<file path="src/rtl/eth_tx_framer_pkg.sv">
// Shared Ethernet framing constants, TX state encoding and the byte-wise CRC-32 step
// used by both the TX framer and the RX frame checker.
package eth_tx_framer_pkg;

    localparam logic [7:0]  PREAMBLE_BYTE        = 8'h55;
    localparam logic [7:0]  SFD_BYTE             = 8'hD5;
    localparam int unsigned PREAMBLE_LEN         = 7;
    localparam logic [31:0] CRC32_POLY_REFLECTED = 32'hEDB8_8320;
    localparam logic [31:0] CRC32_RESIDUE        = 32'hDEBB_20E3;
    localparam int unsigned MIN_BODY_BYTES       = 60;
    localparam int unsigned IFG_BYTES            = 12;

    typedef enum logic [2:0] {
        StIdle,
        StPre,
        StSfd,
        StData,
        StPad,
        StFcs,
        StIfg
    } tx_state_e;

    // One reflected byte update; no final inversion.
    function automatic logic [31:0] crc32_next(input logic [7:0] data, input logic [31:0] crc);
        logic [31:0] c;
        c = crc ^ {24'h0, data};
        for (int i = 0; i < 8; i++) begin
            c = c[0] ? ((c >> 1) ^ CRC32_POLY_REFLECTED) : (c >> 1);
        end
        return c;
    endfunction

endpackage

</file>
<file path="src/rtl/eth_tx_framer.sv">
// Transmit framer: wraps a valid/ready body stream with preamble, SFD, zero padding,
// FCS and inter-frame gap onto a registered byte-wide PHY interface.
module eth_tx_framer #(
    parameter int unsigned DATA_WIDTH     = 8,
    parameter int unsigned MIN_BODY_BYTES = eth_tx_framer_pkg::MIN_BODY_BYTES,
    parameter int unsigned IFG_BYTES      = eth_tx_framer_pkg::IFG_BYTES
) (
    input  logic                  clk,
    input  logic                  rst,
    input  logic [DATA_WIDTH-1:0] s_data,
    input  logic                  s_valid,
    input  logic                  s_last,
    output logic                  s_ready,
    output logic [DATA_WIDTH-1:0] tx_data,
    output logic                  tx_en,
    output logic                  tx_done,
    output logic                  underrun
);
    import eth_tx_framer_pkg::*;

    // state_q names the byte produced at the next edge, so outputs land registered.
    tx_state_e   state_q;
    logic [7:0]  step_q;
    logic [10:0] body_cnt_q;
    logic [31:0] crc_q;
    logic        bad_q;

    logic [31:0] fcs_word;
    logic [7:0]  fcs_byte;
    logic [11:0] body_inc;
    logic [10:0] body_sat;

    assign s_ready = (state_q == StData);

    always_comb begin
        fcs_word = bad_q ? crc_q : ~crc_q;
        unique case (step_q[1:0])
            2'd0:    fcs_byte = fcs_word[7:0];
            2'd1:    fcs_byte = fcs_word[15:8];
            2'd2:    fcs_byte = fcs_word[23:16];
            default: fcs_byte = fcs_word[31:24];
        endcase
        body_inc = {1'b0, body_cnt_q} + 12'd1;
        body_sat = (&body_cnt_q) ? body_cnt_q : body_inc[10:0];
    end

    always_ff @(posedge clk or posedge rst) begin
        if (rst) begin
            state_q    <= StIdle;
            step_q     <= '0;
            body_cnt_q <= '0;
            crc_q      <= '1;
            bad_q      <= 1'b0;
            tx_data    <= '0;
            tx_en      <= 1'b0;
            tx_done    <= 1'b0;
            underrun   <= 1'b0;
        end else begin
            tx_done  <= 1'b0;
            underrun <= 1'b0;
            unique case (state_q)
                StIdle: begin
                    tx_en   <= 1'b0;
                    tx_data <= '0;
                    if (s_valid) begin
                        state_q    <= StPre;
                        step_q     <= 8'd1;
                        crc_q      <= '1;
                        body_cnt_q <= '0;
                        bad_q      <= 1'b0;
                        tx_en      <= 1'b1;
                        tx_data    <= PREAMBLE_BYTE;
                    end
                end
                StPre: begin
                    tx_en   <= 1'b1;
                    tx_data <= PREAMBLE_BYTE;
                    step_q  <= step_q + 8'd1;
                    if (step_q == 8'(PREAMBLE_LEN - 1)) begin
                        state_q <= StSfd;
                    end
                end
                StSfd: begin
                    tx_data <= SFD_BYTE;
                    state_q <= StData;
                end
                StData: begin
                    if (s_valid) begin
                        tx_data    <= s_data;
                        crc_q      <= crc32_next(s_data, crc_q);
                        body_cnt_q <= body_sat;
                        if (s_last) begin
                            step_q  <= '0;
                            state_q <= (body_inc < 12'(MIN_BODY_BYTES)) ? StPad : StFcs;
                        end
                    end else begin
                        // Source gap: close the frame with an inverted (guaranteed bad) FCS.
                        bad_q    <= 1'b1;
                        underrun <= 1'b1;
                        tx_data  <= crc_q[7:0];
                        step_q   <= 8'd1;
                        state_q  <= StFcs;
                    end
                end
                StPad: begin
                    tx_data    <= '0;
                    crc_q      <= crc32_next(8'h00, crc_q);
                    body_cnt_q <= body_sat;
                    if (body_inc >= 12'(MIN_BODY_BYTES)) begin
                        step_q  <= '0;
                        state_q <= StFcs;
                    end
                end
                StFcs: begin
                    tx_data <= fcs_byte;
                    step_q  <= step_q + 8'd1;
                    if (step_q == 8'd3) begin
                        tx_done <= 1'b1;
                        step_q  <= '0;
                        state_q <= StIfg;
                    end
                end
                StIfg: begin
                    tx_en   <= 1'b0;
                    tx_data <= '0;
                    step_q  <= step_q + 8'd1;
                    // Final IFG step: a waiting source starts the preamble with no extra idle.
                    if (step_q == 8'(IFG_BYTES)) begin
                        if (s_valid) begin
                            state_q    <= StPre;
                            step_q     <= 8'd1;
                            crc_q      <= '1;
                            body_cnt_q <= '0;
                            bad_q      <= 1'b0;
                            tx_en      <= 1'b1;
                            tx_data    <= PREAMBLE_BYTE;
                        end else begin
                            state_q <= StIdle;
                        end
                    end
                end
                default: state_q <= StIdle;
            endcase
        end
    end

endmodule
</file>
<file path="config.mk">
export PLATFORM = sky130hd
export DESIGN_NAME = eth_tx_framer
export DESIGN_NICKNAME = d
export VERILOG_FILES = /design/src/rtl/eth_tx_framer_pkg.sv /design/src/rtl/eth_tx_framer.sv
export SDC_FILE = /design/constraint.sdc
export NUM_CORES = 1
export LEC_CHECK = 0
export BUFFER_PORTS_ARGS = -buffer_cell sky130_fd_sc_hd__buf_2
export CORE_AREA = 2 2 136 138
export DETAILED_ROUTE_END_ITERATION = 8
export DIE_AREA = 0 0 138 140
export GPL_TIMING_DRIVEN = 0
export MAX_ROUTING_LAYER = met4
export SKIP_LAST_GASP = 1
export SYNTH_ARGS = -nofsm -noshare
export SYNTH_HDL_FRONTEND = slang
export SYNTH_SLANG_ARGS = --single-unit
</file>
<file path="constraint.sdc">
create_clock -name clk -period 2.11 [get_ports clk]
set_input_delay 0.422 -clock clk [delete_from_list [all_inputs] [get_ports clk]]
set_output_delay 0.422 -clock clk [all_outputs]
set_load 0.01 [all_outputs]
</file>
==> results of run 1 <==
-- critical path: stages, from the launching register on --
cell and delay (ns):
sky130_fd_sc_hd__dfrtp_1 0.47, sky130_fd_sc_hd__clkbuf_4 0.27, sky130_fd_sc_hd__nand3_4 0.14, sky130_fd_sc_hd__clkinv_2 0.13, sky130_fd_sc_hd__clkbuf_4 0.24, sky130_fd_sc_hd__buf_2 0.16
-- synth_stat cells, drive strengths merged (7+ instances only) --
cell type / n / area [sq um]
a211oi: 7 / 57.6
a21oi: 41 / 205
a221o: 11 / 110
a221oi: 23 / 231
buf: 17 / 103
clkbuf: 29 / 110
dfrtp: 34 / 851
dfstp: 32 / 841
inv: 21 / 78.8
nand2: 39 / 146
nand3: 15 / 75.1
nor2: 67 / 251
o211ai: 7 / 52.6
o21ai: 35 / 175
o221ai: 9 / 78.8
xnor2: 103 / 1040
xor2: 41 / 367
-- per-stage QoR --
stage | TNS [ns] | worst slack, ns | std cells | cell area, sq um | hold WS (ns)
after global placement | -68.14 | -0.952 | 880 | 5980 | 0.485
after global routing | -3.83 | -0.185 | 930 | 6990 | 0.330
after CTS | -0.120 | -0.0759 | 916 | 6750 | 0.285
after detailed placement | -27.83 | -0.661 | 880 | 5980 | 0.487
final | -0.291 | -0.0873 | 930 | 6990 | 0.244
after floorplan | 0 | 0.00756 | 631 | 5590 | 0.475
-- flip-flops by register name, summed over array words and instances, names as in the netlist --
register / count
crc_q: 32
tx_done: 1
bad_q: 1
underrun: 1
tx_en: 1
step_q: 8
body_cnt_q: 11
tx_data: 8
state_q: 3
-- cells by family after synthesis --
group | count (synthesis) | synth area share
compound gates | 172 | 0.218
xor+xnor | 146 | 0.260
fa+ha+maj | 6 | 0.0134
buf+inv | 70 | 0.0542
flops | 66 | 0.303
mux | 12 | 0.0228
simple gates | 159 | 0.129
-- final cells by class --
cell class                 count  area (sq um)
fill                        1762         10800
multi-input combinational    495          3920
sequential                    66          1700
timing repair buffer          59           409
tap                          229           287
buffer                        41           278
clock buffer                  11           264
inverter                      24           100
clock inverter                 5          36.3
-- layer usage --
metal  wire, microns  up-vias  global-route usage
li1                -     2373                   -
met1            7700     2484               0.250
met2            7870      215               0.272
met3            1340       29              0.0434
met4             391        0              0.0666
met5               0        -                   -
-- repair_timing --
action                                 4_1_cts  5_1_grt
buffers inserted                            24       16
gates resized for setup                     68       34
endpoints found under the hold margin        0        0
setup endpoints to repair                   63       61
pin swaps                                   15       10
-- path summary, 6_finish.rpt --
kind                            endpoint  depth (start not counted)
min reg2reg                   tx_data[2]                          1
min                        body_cnt_q[6]                          2
max reg2reg                body_cnt_q[6]                          9
min in group clk              state_q[1]                          4
max                              s_ready                          5
max in group asynchronous  body_cnt_q[1]                          2
==> impl_results.rst, run 1 <==
.. list-table::
   :header-rows: 1

   * - Metric
     - Value
   * - Chip Height
     - 140 microns
   * - Leading register cell type out of synthesis
     - sky130_fd_sc_hd__dfrtp_1
   * - Number of setup violations in the final report
     - 10
   * - Outcome
     - complete, but fails checks
   * - Most common cell after layout, fill and taps aside
     - sky130_fd_sc_hd__xnor2_1
   * - Number of buffers on the longest clock path
     - 2
   * - Number of clock sinks
     - 66
   * - Total number of nets in the final design
     - 714
   * - Arrival time of the worst setup path
     - 1.78 ns
   * - Via count of the first global-routing pass
     - 4760
   * - CTS H-Tree Depth
     - 3
   * - Worst setup path startpoint
     - state_q[0]
   * - Latest clock arrival within the worst-skew pair
     - 0.35 ns
   * - Mean Syn Cell Area
     - 8.85 sq um
   * - Cell area after technology mapping
     - 5590 sq um
   * - Number of hold violations in the final report
     - 0
   * - CTS Hold Bufs
     - 0
   * - Maximum fanout along the worst path
     - 10
   * - WL final
     - 17300 microns
   * - Count of input and output buffers
     - 20
   * - Crit share post-route
     - 1.04
   * - Crit Path Class
     - flop to primary output
   * - Async S/R FF share, synth
     - 1.00
   * - Number of warnings issued by yosys
     - 0
   * - Required time of the critical path
     - 1.69 ns
   * - Starting density of the core
     - 0.314
   * - CTS tree
     - built
   * - Kind of end point of the critical path
     - primary output
   * - Count of maximum capacitance violations
     - 0
   * - Post-synthesis sequential area ratio
     - 0.303
   * - Floorplan die area
     - 19300 sq um
   * - Normalized max-slew margin
     - 0.450
   * - Most used cells in the layout excluding fill and tap cells
     - sky130_fd_sc_hd__xnor2_1, sky130_fd_sc_hd__nor2_1, sky130_fd_sc_hd__a21oi_1, sky130_fd_sc_hd__buf_4, sky130_fd_sc_hd__nand2_1
   * - # DRC
     - 0
   * - Count of final max-slew check failures
     - 0
   * - Total nets after synthesis
     - between 600 and 700
   * - Min-Delay Path Class
     - input port to async pin
   * - Share of final-layout standard cells stronger than drive strength 1
     - 0.295
   * - Area growth syn-to-layout
     - 25.1%
   * - Count of standard-cell rows
     - 49
   * - Share of the core filled with cells
     - 0.393
   * - Diodes inserted
     - 0
   * - Total overflow reported by the global router
     - 0
   * - Initial antenna violation count
     - 0
   * - DRC marker count from the first detailed-route iteration
     - 555
   * - Clk Tree Root Cell
     - sky130_fd_sc_hd__clkbuf_16
   * - Critical Path Start Type
     - flop
   * - Max Fclk
     - 0.455 GHz
   * - Clock tree skew after final layout
     - 0.0101 ns
   * - Violations in the final reports
     - negative setup slack
   * - #FFs+latches synth
     - 66
   * - Gp weighted congestion
     - 0.906
   * - Detailed-route wire length per cell
     - 18.6 microns
   * - Final setup margin
     - -0.0873 ns
   * - Remaining antenna violation count
     - 0
   * - Detail Placement HPWL
     - 12000 microns
   * - Inserted Clock Buffers
     - 9
   * - Number of flops mapped to enable cells by yosys
     - 0
   * - Final Critical Period
     - 2.20 ns
   * - Largest net degree at the start of global routing
     - 67
   * - Total iterations of the first detailed-routing run
     - 5
   * - Reg clk slew, reported paths
     - 0.06 ns
   * - Post-synthesis cell type count
     - 64
   * - RSZ-0062 raised after global routing
     - yes
   * - Core Footprint
     - roughly 18000 sq um
   * - Global-route wire length before repair
     - around 27000 microns
   * - Total number of vias
     - 5101
   * - Reg-to-reg setup timing slack
     - -0.04 ns
   * - Total GRT Usage
     - 0.185
   * - Tightest Pin Transition
     - 0.826 ns
   * - Number of primary I/O pins
     - 24
   * - Width of the chip
     - 138 microns
   * - Syn Inst Count
     - between 600 and 700
   * - Post-DR vias/cell
     - 5.48
   * - Reg2reg start
     - step_q[1]
Power of run 1 is not shown: default switching activity piles up to over one toggle a cycle in this logic, so the estimate is an artifact.
==> inputs of run 2 (changes only) <==
- CTS_BUF_LIST: not set -> sky130_fd_sc_hd__clkbuf_4
==> run 2 against run 1 <==
  * Setup slack improved by 0.044 ns
  * The run still ends with negative setup slack left
  * Via count rose by 1.0%
  * First-iteration DRC count rose by 7.4%
  * Sequential cell count did not move
  * Register-to-register slack barely moved
  * Routed wire length rose by 3.1%
  * Critical path type is now flop to flop
  * Hold slack got worse by 0.13 ns
  * Sequential share of layout area fell by 0.23 points
  * Final cell count rose by 1.9%
  * Utilization rose by 0.46 points
  * Die area did not move
  * Critical path depth rose by 3
==> impl_results.rst, run 2 (synthesized netlist as in run 1, its figures left out) <==
.. list-table::
   :header-rows: 1

   * - Metric
     - Value
   * - Clk Tree Root Cell
     - sky130_fd_sc_hd__clkbuf_4
   * - Area growth syn-to-layout
     - 26.6%
   * - Number of buffers on the longest clock path
     - 2 (unchanged)
   * - Most used cells in the layout excluding fill and tap cells
     - sky130_fd_sc_hd__xnor2_1, sky130_fd_sc_hd__nor2_1, sky130_fd_sc_hd__buf_4
   * - Count of maximum capacitance violations
     - 0 (unchanged)
   * - Reg clk slew, reported paths
     - 0.14 ns (+0.08 ns)
   * - Total overflow reported by the global router
     - 0 (unchanged)
   * - Crit Path Class
     - flop to flop
   * - Number of fill cells in the layout
     - 1743 (-1.1%)
   * - Violations in the final reports
     - negative setup slack
   * - Total iterations of the first detailed-routing run
     - 5 (unchanged)
   * - CTS H-Tree Depth
     - 3 (unchanged)
   * - Number of primary I/O pins
     - 24 (unchanged)
   * - Count of standard-cell rows
     - 49 (unchanged)
   * - Arrival time of the worst setup path
     - 2.54 ns (+0.76 ns)
   * - Final setup margin
     - -0.0430 ns (+0.0443 ns)
   * - Floorplan die area
     - 19300 sq um (unchanged)
   * - Final Instance Area
     - 7070 sq um (+1.2%)
   * - Initial antenna violation count
     - 0 (unchanged)
   * - Critical Path Start Type
     - flop
   * - Total number of nets in the final design
     - 732 (+2.5%)
   * - Via count of the first global-routing pass
     - 4742 (-0.38%)
   * - Largest net degree at the start of global routing
     - 67 (unchanged)
   * - Detail Placement HPWL
     - 12000 microns (unchanged)
   * - CTS Hold Bufs
     - 0 (unchanged)
   * - RSZ-0062 raised after global routing
     - yes
   * - Inserted Clock Buffers
     - 9 (unchanged)
   * - Detailed-route wire length per cell
     - 18.8 microns (+1.1%)
   * - Number of hold violations in the final report
     - 0 (unchanged)
   * - Remaining antenna violation count
     - 0 (unchanged)
   * - Count of input and output buffers
     - 20 (unchanged)
   * - DRC marker count from the first detailed-route iteration
     - 596 (+7.4%)
   * - CTS tree
     - built
   * - Chip Height
     - 140 microns (unchanged)
   * - CP max-delay cell
     - sky130_fd_sc_hd__dfrtp_1
   * - Outcome
     - complete, but fails checks
   * - Top register by number of flip-flops
     - crc_q
   * - Post-DR vias/cell
     - 5.43 (-0.92%)
   * - Reg-to-reg setup timing slack
     - -0.04 ns (about the same)
   * - # DRC
     - 0 (unchanged)
   * - CP Cell Sequence
     - buf_6, nand4_1, nor4b_1, o211ai_1, a211oi_4, a221oi_4, buf_12, a31oi_1
   * - WL final
     - 17800 microns (+3.1%)
   * - Global-route wire length before repair
     - 27300 microns (-0.40%)
   * - Top flop regs
     - crc_q (32), body_cnt_q (11)
   * - Number of flip-flops under the largest register name
     - 32 (unchanged)
   * - Min-Delay Path Class
     - input port to async pin
   * - Final Critical Period
     - 2.15 ns (-0.0443 ns)
   * - Crit share post-route
     - 1.02 (-0.0210)
   * - Total number of vias
     - 5152 (+1.0%)
   * - Number of clock sinks
     - 66 (unchanged)
   * - Latest clock arrival within the worst-skew pair
     - 0.47 ns (+0.12 ns)
   * - Total GRT Usage
     - 0.184 (-0.00168)
   * - Kind of end point of the critical path
     - flop
   * - Area after detailed placement
     - 5980 sq um (unchanged)
   * - Share of final-layout standard cells stronger than drive strength 1
     - 0.328 (+0.0329)
   * - Starting density of the core
     - 0.314 (unchanged)
   * - Max Fclk
     - 0.464 GHz (+2.1%)
   * - Required time of the critical path
     - 2.49 ns (+0.80 ns)
   * - Most common cell after layout, fill and taps aside
     - sky130_fd_sc_hd__xnor2_1
   * - Core Footprint
     - 17800 sq um (unchanged)
   * - Normalized max-slew margin
     - 0.431 (-0.0186)
   * - Diodes inserted
     - 0 (unchanged)
   * - Width of the chip
     - 138 microns (unchanged)
   * - Count of final max-slew check failures
     - 0 (unchanged)
   * - Number of setup violations in the final report
     - 6 (-4)
   * - Highest cell delay on the worst timing path
     - 0.37 ns (-0.10 ns)
   * - Gp weighted congestion
     - 0.906 (unchanged)
   * - Maximum fanout along the worst path
     - 7 (-3)
   * - Clock tree skew after final layout
     - 0.0254 ns (+0.0152 ns)
   * - Tightest Pin Transition
     - 0.854 ns (+0.0279 ns)
==> run 2: changes by cell type in the layout (fill, tap and decap cells not counted), moves of 3 or more <==
cell,change
sky130_fd_sc_hd__o21ai_1,+5
sky130_fd_sc_hd__o21ai_0,-5
sky130_fd_sc_hd__a221oi_2,+3
sky130_fd_sc_hd__a221oi_1,-3
sky130_fd_sc_hd__buf_12,+3
sky130_fd_sc_hd__clkbuf_4,+9
sky130_fd_sc_hd__buf_4,+19
sky130_fd_sc_hd__dfrtp_2,+3
sky130_fd_sc_hd__dfrtp_1,-3
sky130_fd_sc_hd__clkbuf_16,-9
==> run 2: layer usage <==
| metal | part of all wire | wire length, microns | track usage |
|---|---|---|---|
| met2 | 0.46 | 8200 | 0.275 |
| met3 | 0.075 | 1330 | 0.0410 |
| met4 | 0.025 | 453 | 0.0602 |
| met1 | 0.44 | 7860 | 0.247 |
| met5 | 0 | 0 | - |
==> run 2: metrics by stage <==
| step | setup TNS (ns) | hold slack, ns | std cells | utilization | setup WS, ns |
|---|---|---|---|---|---|
| after global routing | -1.10 | 0.171 | 948 | 0.398 | -0.128 |
| final | -0.179 | 0.109 | 948 | 0.398 | -0.0430 |
| after detailed placement | -27.83 | 0.487 | 880 | 0.336 | -0.661 |
| after CTS | -0.105 | 0.125 | 918 | 0.372 | -0.0872 |
| after floorplan | 0 | 0.475 | 631 | - | 0.00756 |
| after global placement | -68.14 | 0.485 | 880 | 0.336 | -0.952 |
==> run 2: worst paths after layout <==
kind | start | end | cells after the start
min | rst | tx_en | 2
min reg2reg | tx_data[2] | tx_data[2] | 1
max in group asynchronous | rst | body_cnt_q[0] | 2
max | body_cnt_q[3] | step_q[4] | 8
min in group clk | s_last | state_q[1] | 4
max reg2reg | body_cnt_q[3] | step_q[4] | 8
==> run 2: cell type report <==
class	count	area, sq um	area share
inverters	24	104	0.0147
multi-input cells	495	3960	0.561
repair buffers	78	561	0.0793
plain buffers	40	318	0.0449
clock buffers	9	67.6	0.00956
flip-flops and latches	66	1700	0.240
clock inverters	7	70.1	0.00991
well taps	229	287	0.0405
==> run 2: timing repair <==
action                     in CTS  in global routing
pin swaps                      15                 19
gates resized for setup        68                 60
gates cloned                    0                  0
setup endpoints to repair      63                 59
buffers inserted               26                 32
==> run 2: critical path, delay by kind of cell, from the launching register on <==
family	cells	cell delay [ns]
compound gates	4	0.86
buf+inv	2	0.27
flops	1	0.37
simple gates	2	0.57
Power of run 2 is left out for the same reason.
==> inputs of run 3 (changes only) <==
- CELL_PAD_IN_SITES_DETAIL_PLACEMENT: not set -> 1
- CELL_PAD_IN_SITES_GLOBAL_PLACEMENT: not set -> 2
- PLACE_DENSITY: not set -> 0.79
==> run 3 against run 2 <==
  * The run still ends with negative setup slack left
  * Hold slack better by 0.22 ns
  * Non-clock buffer count up 21
  * Critical path depth unchanged
  * Via count up 5.0%
  * Final cell count up 2.3%
  * Register-to-register slack worse by 0.11 ns
  * Setup slack worse by 0.11 ns
  * First-iteration DRC count down 41%
  * Fmax down 5.0%
  * Global-route usage up 3.5 points
  * Sequential share of layout area down 1.2 points
  * Final area up 5.3%
==> impl_results.rst, run 3 (synthesized netlist as in run 1, its figures left out) <==
.. list-table::
   :header-rows: 1

   * - Metric
     - Value
   * - Post-DR vias/cell
     - 5.58 (+2.6%)
   * - Total overflow reported by the global router
     - 0 (unchanged)
   * - Outcome
     - complete, but fails checks
   * - Global-route layer with the greatest usage
     - met2
   * - Count of input and output buffers
     - 20 (unchanged)
   * - Number of setup violations in the final report
     - 11 (+5)
   * - Critical Path Start Type
     - flop
   * - Top flop regs
     - crc_q (32), body_cnt_q (11)
   * - Global-route wire length before repair
     - 32200 microns (+18%)
   * - Chip Height
     - 140 microns (unchanged)
   * - Share of final-layout standard cells stronger than drive strength 1
     - 0.368 (+0.0393)
   * - Total number of vias
     - 5409 (+5.0%)
   * - Count of final max-slew check failures
     - 0 (unchanged)
   * - Number of hold violations in the final report
     - 0 (unchanged)
   * - Starting density of the core
     - 0.314 (unchanged)
   * - Most used cells in the layout excluding fill and tap cells
     - sky130_fd_sc_hd__xnor2_1, sky130_fd_sc_hd__buf_4, sky130_fd_sc_hd__nor2_1
   * - Remaining antenna violation count
     - 0 (unchanged)
   * - # DRC
     - 0 (unchanged)
   * - Area growth syn-to-layout
     - 33.3%
   * - Number of clock sinks
     - 66 (unchanged)
   * - Final sum of negative setup slack
     - -0.989 ns (-0.810 ns)
   * - Number of flip-flops under the largest register name
     - 32 (unchanged)
   * - Initial antenna violation count
     - 1 (+1)
   * - Global routing usage on met1
     - 0.282 (+0.0354)
   * - Clock tree skew after final layout
     - 0.0313 ns (+0.00594 ns)
   * - Tightest Pin Transition
     - 0.692 ns (-0.162 ns)
   * - CTS tree
     - built
   * - Detailed-route wire length per cell
     - 22.2 microns (+18%)
   * - Worst setup timing slack at the placement stage
     - -0.718 ns (-0.0567 ns)
   * - Inserted Clock Buffers
     - 9 (unchanged)
   * - Number of primary I/O pins
     - 24 (unchanged)
   * - Latest clock arrival within the worst-skew pair
     - 0.49 ns (+0.02 ns)
   * - Maximum fanout along the worst path
     - 4 (-3)
   * - Number of fill cells in the layout
     - 2066 (+19%)
   * - Floorplan die area
     - 19300 sq um (unchanged)
   * - Detail Placement HPWL
     - 14200 microns (+18%)
   * - Cell family with most CP delay
     - compound AO/OA/AOI/OAI gates
   * - Crit share post-route
     - 1.07 (+0.0540)
   * - Share of the core filled with cells
     - 0.419 (+0.0213)
   * - Largest net degree at the start of global routing
     - 48 (-28%)
   * - CP Cell Sequence
     - buf_6, nand4_1, o21ba_2, o211ai_1, a211oi_4, a221oi_4, buf_4, mux2_4
   * - Clk Tree Root Cell
     - sky130_fd_sc_hd__clkbuf_4
   * - Core Footprint
     - 17800 sq um (unchanged)
   * - Kind of end point of the critical path
     - flop
   * - Width of the chip
     - 138 microns (unchanged)
   * - Area after detailed placement
     - 6010 sq um (+0.46%)
   * - DRC marker count from the first detailed-route iteration
     - 350 (-41%)
   * - Total GRT Usage
     - 0.219 (+0.0353)
   * - Total number of nets in the final design
     - 753 (+2.9%)
   * - Arrival time of the worst setup path
     - 2.66 ns (+0.12 ns)
   * - Reg clk slew, reported paths
     - 0.14 ns (about the same)
   * - Max Fclk
     - 0.441 GHz (-5.0%)
   * - RSZ-0062 raised after global routing
     - yes
   * - Top register by number of flip-flops
     - crc_q
   * - Total iterations of the first detailed-routing run
     - 5 (unchanged)
   * - Highest cell delay on the worst timing path
     - 0.43 ns (+0.06 ns)
   * - Final setup margin
     - -0.157 ns (-0.114 ns)
   * - Normalized max-slew margin
     - 0.539 (+0.108)
   * - Crit Path Class
     - flop to flop
   * - Gp weighted congestion
     - 0.890 (-1.8%)
   * - Final Critical Period
     - 2.27 ns (+0.114 ns)
   * - Violations in the final reports
     - negative setup slack
   * - Min-Delay Path Class
     - input port to flop
   * - Total buffers and inverters traversed by the critical path
     - 2 (unchanged)
   * - Required time of the critical path
     - 2.51 ns (+0.02 ns)
   * - Routing usage on met2
     - 0.355 (+0.0800)
   * - Count of standard-cell rows
     - 49 (unchanged)
   * - Via count of the first global-routing pass
     - 5544 (+17%)
   * - Number of buffers on the longest clock path
     - 2 (unchanged)
   * - Count of maximum capacitance violations
     - 0 (unchanged)
   * - M3 GR Usage
     - 0.0332 (-0.00786)
   * - CTS H-Tree Depth
     - 3 (unchanged)
   * - Most common cell after layout, fill and taps aside
     - sky130_fd_sc_hd__xnor2_1
   * - CP max-delay cell
     - sky130_fd_sc_hd__dfrtp_2
   * - Final Instance Area
     - 7450 sq um (+5.3%)
   * - WL final
     - 21500 microns (+21%)
run 3: cell types whose count changed in the layout (fill, tap and decap cells not counted), sizes merged:
cell	change
buf	+27
clkbuf	-6
clkinv	-1
clkinvlp	-1
diode	+1
dlygate4sd3	+1
inv	+1
run 3: what timing repair did:
| action | 4_1_cts | 5_1_grt |
|---|---|---|
| endpoints found under the setup margin | 65 | 60 |
| hold buffers | 1 | 0 |
| gates resized for setup | 80 | 88 |
| pin swaps | 21 | 32 |
| gates cloned | 0 | 1 |
| buffers inserted | 34 | 44 |
| hold endpoints to repair | 19 | 0 |
run 3: routing by layer:
metal  wire [microns]  share of wire
met3              996          0.046
met1             9380           0.44
met5                0              0
met4              545          0.025
met2            10600           0.49
run 3: worst min-delay path: stages:
cell and delay, ns:
sky130_fd_sc_hd__buf_2 0.07, sky130_fd_sc_hd__nor2b_1 0.06, sky130_fd_sc_hd__o21ai_0 0.16, sky130_fd_sc_hd__a31oi_1 0.08
run 3: worst paths after layout:
kind,end,slack (ns),cells after the start,start
worst min register to register,tx_data[0],0.52,1,tx_data[0]
worst max register to register,step_q[0],-0.16,8,body_cnt_q[0]
worst max-delay path,step_q[0],-0.16,8,body_cnt_q[0]
worst min-delay path,state_q[1],0.32,4,s_last
min in group asynchronous,state_q[2],0.41,3,rst
max in group asynchronous,crc_q[8],1.05,4,rst
run 3: area by class of cell:
type,count,area (sq um),share of cell area
diodes,1,2.50,0.000336
plain buffers,39,335,0.0450
clock buffers,10,75.1,0.0101
clock inverters,6,57.6,0.00773
inverters,24,106,0.0143
multi-input cells,495,4090,0.550
flip-flops and latches,66,1700,0.229
well taps,229,287,0.0385
repair buffers,100,788,0.106
run 3: metrics by stage:
| step | std cells | hold slack, ns |
|---|---|---|
| after floorplan | 631 | 0.475 |
| after global placement | 880 | 0.493 |
| after detailed placement | 881 | 0.405 |
| after CTS | 926 | 0.325 |
| after global routing | 970 | 0.368 |
| final | 970 | 0.325 |
Power of run 3 is left out for the same reason.
